`config.mk`:
```
export PLATFORM = sky130hd
export DESIGN_NAME = bit_deser
export DESIGN_NICKNAME = d
export VERILOG_FILES = /design/src/rtl/bit_deser.sv
export SDC_FILE = /design/constraint.sdc
export NUM_CORES = 1
export LEC_CHECK = 0
export BUFFER_PORTS_ARGS = -buffer_cell sky130_fd_sc_hd__buf_2
export CELL_PAD_IN_SITES_DETAIL_PLACEMENT = 2
export CELL_PAD_IN_SITES_GLOBAL_PLACEMENT = 2
export CORE_MARGIN = 2
export CORE_UTILIZATION = 39
export DETAILED_ROUTE_END_ITERATION = 8
export PLACE_DENSITY = 0.82
export SLEW_MARGIN = 20
export SYNTH_ARGS = -nofsm -noshare
export SYNTH_HDL_FRONTEND = slang
export SYNTH_SLANG_ARGS = --single-unit
```
`constraint.sdc`:
```
create_clock -name i_clk -period 4 [get_ports i_clk]
set_input_delay 0 -clock i_clk [delete_from_list [all_inputs] [get_ports i_clk]]
set_output_delay 0 -clock i_clk [all_outputs]
set_load 0.05 [all_outputs]
```
`src/rtl/bit_deser.sv`:
```
// bit_deser: serial-to-parallel byte assembler with a one-entry output register.
// Optional even-parity frame bit enabled by defining BIT_DESER_PARITY_EN.

// Output-side bundle: holds the assembled byte and its status flags
interface bit_deser_out_if;
    logic [7:0] data;
    logic       valid;
    logic       perr;
    logic       ovf;
endinterface

module bit_deser #(
    parameter bit MSB_FIRST = 1'b0
) (
    input  logic       i_clk,
    input  logic       i_rst_n,
    input  logic       i_bit,
    input  logic       i_bit_valid,
    input  logic       i_byte_ready,
    output logic [7:0] o_byte,
    output logic       o_byte_valid,
    output logic       o_overflow,
    output logic       o_parity_err
);
`ifdef BIT_DESER_PARITY_EN
    localparam int CW = 4;
    localparam logic [CW-1:0] LAST = 4'd8;
`else
    localparam int CW = 3;
    localparam logic [CW-1:0] LAST = 3'd7;
`endif

    logic [7:0]    sr;
    logic [7:0]    shifted;
    logic [7:0]    new_byte;
    logic [CW-1:0] cnt;
    logic          done;
    logic          data_bit;
    logic          new_perr;

    bit_deser_out_if out_if ();

    // Next shift value, frame completion and the byte/parity that a completing frame delivers
    always_comb begin
        shifted = MSB_FIRST ? {sr[6:0], i_bit} : {i_bit, sr[7:1]};
        done    = i_bit_valid && (cnt == LAST);
`ifdef BIT_DESER_PARITY_EN
        data_bit = (cnt != LAST);
        new_byte = sr;
        new_perr = ^{sr, i_bit};
`else
        data_bit = 1'b1;
        new_byte = shifted;
        new_perr = 1'b0;
`endif
    end

    // Bit collection: shift data bits in, count the frame and wrap on completion
    always_ff @(posedge i_clk or negedge i_rst_n) begin
        if (!i_rst_n) begin
            sr  <= '0;
            cnt <= '0;
        end else if (i_bit_valid) begin
            cnt <= done ? '0 : cnt + CW'(1);
            if (data_bit) sr <= shifted;
        end
    end

    // Output register: load on completion when empty or draining, else drop and flag overflow
    always_ff @(posedge i_clk or negedge i_rst_n) begin
        if (!i_rst_n) begin
            out_if.data  <= '0;
            out_if.valid <= 1'b0;
            out_if.perr  <= 1'b0;
            out_if.ovf   <= 1'b0;
        end else if (done) begin
            if (!out_if.valid || i_byte_ready) begin
                out_if.data  <= new_byte;
                out_if.perr  <= new_perr;
                out_if.valid <= 1'b1;
            end else begin
                out_if.ovf <= 1'b1;
            end
        end else if (out_if.valid && i_byte_ready) begin
            out_if.valid <= 1'b0;
        end
    end

    assign o_byte       = out_if.data;
    assign o_byte_valid = out_if.valid;
    assign o_overflow   = out_if.ovf;
    assign o_parity_err = out_if.perr;
endmodule

```
======== After elaboration in Yosys (flattened, before gate mapping) ========
Index checks and enable logic that the tools add are counted.
W data, S select, Z words.
cells by class
  add/sub/neg operators ................... 1
  $mul .................................... 0
  divide/modulo/power cells ............... 0
  $lt $le $gt $ge ......................... 0
  equal/unequal tests ..................... 2
  shift operators ......................... 0
  mux-type cells .......................... 4
  bitwise operators ....................... 1
  reductions and logical operators ........ 8
operator list
  cell                   number
  $reduce_and A2 Y1      3
  $add A3 B1 Y3 const B  1
  $eq A3 B3 Y1 const B   1
  $mux W1                3
  $mux W3                1
  $logic_and A1 B1 Y1    2
  $ne A2 B1 Y1 const B   1
  $reduce_bool A2 Y1     1
  $logic_not A1 Y1       1
  $logic_or A1 B1 Y1     1
  $not A1 Y1             1
storage, ports and cells
  flip-flop bits (word level) ............. 21
  latch bits .............................. 0
  bits in writable memories ............... 0
  ROM bits ................................ 0
  input bits .............................. 5
  output and inout bits ................... 11
  memories ................................ 0

======== Longest topological paths before layout ========
Gate-level depths: netlist (run 1).
  depth in word-level cells ............... 4
  mapped depth ............................ 6

======== Worst setup path before layout (run 1) ========
OpenSTA, ideal clock, no wires.
  path type ............................... register to register
  start point ............................. reg cnt[0]
  end point ............................... reg out_if.data[0], in the netlist o_byte[0]
  library setup time ...................... 0.125 ns
  data arrival time ....................... 1.344 ns
  required time ........................... 3.875 ns
  path slack .............................. 2.531 ns
  stages on the path, launching flop included .. 7
  cell sequence ........................... dfrtp_1 -> ha_1 -> ha_1 -> nand2_2 -> nor2b_4 -> buf_6 -> mux2_4
between the ends
  cells in the longest elaborated chain, start to end .. 3
RTL lines
  what                                line  RTL
  start, declared                     36    logic [CW-1:0] cnt;
  start signal, assigned              64    cnt <= done ? '0 : cnt + CW'(1);
  $eq A3 B3 Y1                        46    done = i_bit_valid && (cnt == LAST);
  $logic_and A1 B1 Y1                 46
  $reduce_and A2 Y1 (no source line)  --
  end signal, assigned                78    out_if.data <= new_byte;
  end, declared                       6     logic [7:0] data;
No other way between the ends.
A chain may end at the register's enable or synchronous reset.

======== Worst setup path after layout (run 1) ========
  start point ............................. reg cnt[0]
  end point ............................... reg out_if.data[1], in the netlist o_byte[1]
The elaborated chain is that of the path after synthesis.

==> results.py, run 1 <==
metrics = {
    "final_layout": {
        "area_delta_synth_final_pct": 19.4,
        "fin_area_mm2": 0.00100,
        "final_util_pct": 50.1,
        "fillCellCount": 203,
        "stdcell_count": 99,
        "antenna_cells": 0,
        "drive_gt1_share_pct": 51.4,
        "final_nets": 80,
    },
    "worst_setup_path": {
        "cp_max_fo": 8,
        "worst_ep_arrival_time_ns": 1.84,
        "critPathLaunchType": "flop",
        "cp.required_ns": 4.19,
        "worst-setup-path-type": "reg -> reg",
        "cp-end-kind": "flop",
    },
    "cts": {
        "cts_hold_buf": 3,
        "clk_latency_ns": 0.30,
        "postCtsSetupBuffers": 0,
        "htree_levels": 1,
        "numCtsBuffers": 3,
        "clk_transition_reported_paths_ns": 0.11,
        "cts.repair.resized": 0,
        "clockRootBuffer": "clkbuf_4",
        "cts_tree": "built",
        "cts_max_path_buffers": 2,
        "cts_sinks": 20,
    },
    "place": {
        "pre_cts_ws_ns": 2.36,
        "place_area_um2": 920,
        "placed_cells": 92,
        "finalWeightedCongestion": 0.704,
        "post-dp-hpwl_mm": 1.02,
        "place.port_buffers": 14,
    },
    "synthesis": {
        "yosys_register_bits": 20,
        "synth.top_cell.area_share_pct": 59.6,
        "synth_common_cells": "dfrtp_1, mux2_2, mux2_4",
        "synth_area_leaders": "dfrtp_1, mux2_4, mux2_2",
        "yosysTopAreaCell": "dfrtp_1",
        "synth_most_common_cell": "dfrtp_1",
        "yosys_warnings": 0,
        "synth_edf_count": 0,
        "synth_cell_type_count": 16,
        "synth_cells": 54,
        "async_flop_share_pct": 100,
        "synth.avg_cell_area_um2": 15.5,
        "synth_nets": 61,
        "synth_seq_area_share_pct": 59.6,
        "synthFlopType": "dfrtp_1",
        "syn_area_um2": 840,
    },
    "drt": {
        "antenna_left": 0,
        "drtIter0Drc": 3,
        "vias": 472,
        "wl_per_cell_um": 15.5,
        "drt-pass1-iter-count": 4,
        "wl_mm": 1.53,
        "drt-vias-per-instance": 4.77,
        "route.detailed.drc": 0,
    },
    "power_and_ir_drop": {
        "ir_drop_mv": 0.444,
        "total_power_mw": 0.845,
        "power.density_mw_per_mm2": 843,
        "p_leak_nw": 0.501,
    },
    "timing": {
        "slew_viol_final": 0,
        "fin_worst_skew_ns": 0.00571,
        "worst_slack_ns": 2.36,
        "rsz0062_at_grt": "no",
        "hold_ws_ns": 0.0976,
        "tns_ns": 0,
        "finalCritPeriodShare_pct": 41.1,
        "finalSetupViolCount": 0,
        "period_needed_ns": 1.64,
        "fmaxAchievable_mhz": 608,
        "hold_viol": 0,
    },
    "floorplan": {
        "pin_count": 16,
        "initial_core_util_pct": 41.9,
        "die_h_um": 50.4,
        "die_w_um": 50.4,
        "fp.coreArea_mm2": 0.00200,
        "die-area_mm2": 0.00254,
        "rows": 16,
    },
    "grt": {
        "grt_pass1_wl_mm": 2.68,
        "track_usage_pct": 14.9,
        "grt_max_degree": 21,
        "antenna_found_initial": 0,
        "top_usage_layer": "met2",
        "use_met2_pct": 27.6,
        "grt_pass1_vias": 552,
        "use_met3_pct": 2.98,
        "use_met1_pct": 16.1,
        "grt_overflow": 0,
    },
    "run_status": {
        "status": "complete, no violations",
    },
    "hold_path": {
        "hold_path.class": "in -> reg",
    },
    "flow_run": {
        "cap_violations": 0,
    },
}
## sequential cells by signal, indices dropped and copies added (netlist names)
| name | count |
|---|---|
| o_byte | 8 |
| sr | 7 |
| cnt | 3 |
| o_byte_valid | 1 |
| o_overflow | 1 |
## final timing paths
kind,from,endpoint,slack [ns],cells past startpoint
setup reg to reg,cnt[0]$_DFFE_PN0P_,o_byte[1]$_DFFE_PN0P_,2.36,5
hold / removal,i_bit_valid,cnt[2]$_DFFE_PN0P_,0.1,3
min in group asynchronous,i_rst_n,o_byte[0]$_DFFE_PN0P_,0.17,2
hold reg to reg,o_overflow$_DFFE_PN0P_,o_overflow$_DFFE_PN0P_,0.49,1
max in group asynchronous,i_rst_n,sr[3]$_DFFE_PN0P_,3.52,2
setup / recovery,cnt[0]$_DFFE_PN0P_,o_byte[1]$_DFFE_PN0P_,2.36,5
## cells by family after synthesis
group,Yosys count,share of synthesized area [%]
adder cells (fa/ha/maj),2,2.98
flip-flops,20,59.6
other,1,0.447
AO/OA/AOI/OAI,3,2.38
multiplexers,16,25.0
AND/OR/NAND/NOR,7,5.81
buffers and inverters,5,3.73
## critical path: stages, from the launching register on
cell and delay [ns]:
dfrtp_1 0.39, ha_1 0.15, ha_1 0.22, nand2_2 0.11, nor2b_4 0.33, mux2_4 0.34
## report_power, final
part / switching [mW] / internal [mW]
Sequential: 0.0482 / 0.277
Clock: 0.0633 / 0.101
Combinational: 0.227 / 0.128
## placed cells by master (no fill, tap or decap), drive strengths merged
master / count
ha: 2
bufinv: 1
mux2: 16
nor2b: 1
clkbuf: 3
dfrtp: 20
buf: 14
o21bai: 1
inv: 2
nand2: 4
nand2b: 1
nor2: 1
o22ai: 2
conb: 1
dlygate4sd3: 3
## routing by layer
metal / routed length (um) / share of wire, %
met4: 19 / 1.2
met3: 51 / 3.3
met1: 611 / 40
met2: 849 / 55
met5: 0 / 0
## area by class of cell
cell class,instances,area (um2),share of cell area (%)
multi-input combinational,29,308,30.7
clock buffer,3,22.5,2.25
timing repair buffer,17,100,9.99
inverter,2,7.51,0.749
tap,27,33.8,3.37
sequential,20,500,49.9
clock inverter,1,30.0,3.00
(Power assumes the default switching activity.)
==> run 2, diff against run 1 <==
--- a/config.mk
+++ b/config.mk
@@ -9,9 +9,9 @@
 export CELL_PAD_IN_SITES_DETAIL_PLACEMENT = 2
 export CELL_PAD_IN_SITES_GLOBAL_PLACEMENT = 2
 export CORE_MARGIN = 2
-export CORE_UTILIZATION = 39
+export CORE_UTILIZATION = 33
 export DETAILED_ROUTE_END_ITERATION = 8
-export PLACE_DENSITY = 0.82
+export PLACE_DENSITY = 0.74
 export SLEW_MARGIN = 20
 export SYNTH_ARGS = -nofsm -noshare
 export SYNTH_HDL_FRONTEND = slang
==> constraint.sdc (replaced) <==
create_clock -name i_clk -period 1.5 [get_ports i_clk]
set_input_delay 0 -clock i_clk [delete_from_list [all_inputs] [get_ports i_clk]]
set_output_delay 0 -clock i_clk [all_outputs]
set_load 0.05 [all_outputs]
==> run 2 against run 1 <==
First-iteration DRC count rose by 33%. Wire length fell by 0.72%. Clock power rose by 84%. Worst hold slack got worse by 0.0082 ns. Final cell count rose by 9.1%. Sequential share of layout area fell by 3.0 points. Sequential cell count did not move. Critical path depth rose by 1. Critical path type unchanged. Worst setup slack got worse by 2.3 ns.
==> results.py, run 2 (synthesis gave the netlist of run 1 again) <==
metrics = {
    "final_layout": {
        "final_cell_mix": "dfrtp_1, buf_2, mux2_2, mux2_4, buf_4",
        "fin_area_mm2": 0.00107,
        "area_delta_synth_final_pct": 27.1,
        "stdcell_count": 108,
        "final_util_pct": 43.5,
        "final_common_cell": "dfrtp_1",
        "final_nets": 86,
        "largest_reg_flops": 8,
        "drive_gt1_share_pct": 57.7,
        "fillCellCount": 250,
        "antenna_cells": 0,
    },
    "grt": {
        "antenna_found_initial": 0,
        "grt_pass1_vias": 559,
        "grt_overflow": 0,
        "track_usage_pct": 13.5,
        "grt_max_degree": 21,
        "grt_pass1_wl_mm": 2.66,
    },
    "flow_run": {
        "cap_violations": 0,
    },
    "drt": {
        "wl_mm": 1.52,
        "drtIter0Drc": 4,
        "route.detailed.drc": 0,
        "drt-pass1-iter-count": 2,
        "drt-vias-per-instance": 4.56,
        "wl_per_cell_um": 14.1,
        "vias": 493,
        "antenna_left": 0,
    },
    "timing": {
        "hold_viol": 0,
        "worst_slack_ns": 0.0488,
        "rsz0062_at_grt": "yes",
        "period_needed_ns": 1.45,
        "slew_viol_final": 0,
        "finalSetupViolCount": 0,
        "fmaxAchievable_mhz": 689,
        "fin_worst_skew_ns": 0.00400,
        "hold_ws_ns": 0.0894,
        "tns_ns": 0,
        "finalCritPeriodShare_pct": 96.7,
    },
    "cts": {
        "numCtsBuffers": 3,
        "clockRootBuffer": "clkbuf_4",
        "cts_sinks": 20,
        "htree_levels": 1,
        "clk_latency_ns": 0.29,
        "cts_tree": "built",
        "clk_transition_reported_paths_ns": 0.10,
        "cts_max_path_buffers": 2,
    },
    "place": {
        "place_area_um2": 946,
        "post-dp-hpwl_mm": 1.05,
        "placed_cells": 98,
        "pre_cts_ws_ns": -0.0631,
        "finalWeightedCongestion": 0.675,
        "place.port_buffers": 14,
    },
    "floorplan": {
        "die-area_mm2": 0.00296,
        "die_w_um": 54.4,
        "fp.coreArea_mm2": 0.00245,
        "initial_core_util_pct": 34.2,
        "rows": 18,
        "pin_count": 16,
        "die_h_um": 54.4,
    },
    "power_and_ir_drop": {
        "total_power_mw": 2.19,
        "ir_drop_mv": 1.17,
        "p_leak_nw": 0.532,
        "power.density_mw_per_mm2": 2050,
    },
    "worst_setup_path": {
        "cp.required_ns": 1.69,
        "critPathLaunchType": "flop",
        "cp-startpoint": "cnt[1]$_DFFE_PN0P_",
        "cp-end-kind": "flop",
        "cp_max_fo": 8,
        "worst-setup-path-type": "reg -> reg",
        "worst_ep_arrival_time_ns": 1.64,
        "r2r_start": "cnt[1]$_DFFE_PN0P_",
    },
    "run_status": {
        "status": "complete, no violations",
    },
    "hold_path": {
        "min_from": "i_bit_valid",
        "hold_path.class": "in -> reg",
    },
}
[run 2: what timing repair did]
item | 4_1_cts | 5_1_grt
pin swaps | 1 | 2
setup endpoints to repair | 8 | 8
resized for setup | 0 | 4
hold buffers | 3 | 0
hold endpoints to repair | 24 | 0
buffers inserted | 2 | 1
[run 2: path summary, 6_finish.rpt]
path,end,slack [ns],depth (start not counted)
max,o_byte[2]$_DFFE_PN0P_,0.05,6
min,o_byte_valid$_DFFE_PN0P_,0.09,4
max reg2reg,o_byte[2]$_DFFE_PN0P_,0.05,6
min reg2reg,o_overflow$_DFFE_PN0P_,0.48,1
max in group asynchronous,cnt[0]$_DFFE_PN0P_,1.03,2
min in group asynchronous,o_byte[4]$_DFFE_PN0P_,0.17,2
[run 2: critical path, cell delays in order, from the launching register on]
cell	delay, ns
dfrtp_1	0.37
ha_2	0.20
ha_4	0.15
nand2_4	0.05
nor2b_4	0.13
buf_12	0.15
mux2_4	0.30
[run 2: layout make-up]
cell class	count	area [um2]	area share, %
multi-input cells	29	328	30.7
well taps	30	37.5	3.52
clock buffers	4	36.3	3.40
flip-flops and latches	20	500	46.9
inverters	2	7.51	0.703
repair buffers	23	158	14.8
[run 2: power breakdown]
| group | switching, mW | total (mW) | internal, mW |
|---|---|---|---|
| combinational | 0.619 | 1.03 | 0.407 |
| sequential | 0.127 | 0.866 | 0.739 |
| clock | 0.153 | 0.301 | 0.148 |
[run 2: per-layer routing]
| layer | vias up | GRT usage (%) | wire length (um) |
|---|---|---|---|
| li1 | 226 | - | - |
| met1 | 251 | 15.7 | 702 |
| met2 | 11 | 21.3 | 718 |
| met3 | 5 | 4.92 | 65 |
| met4 | 0 | 7.50 | 34 |
| met5 | - | 0 | 0 |
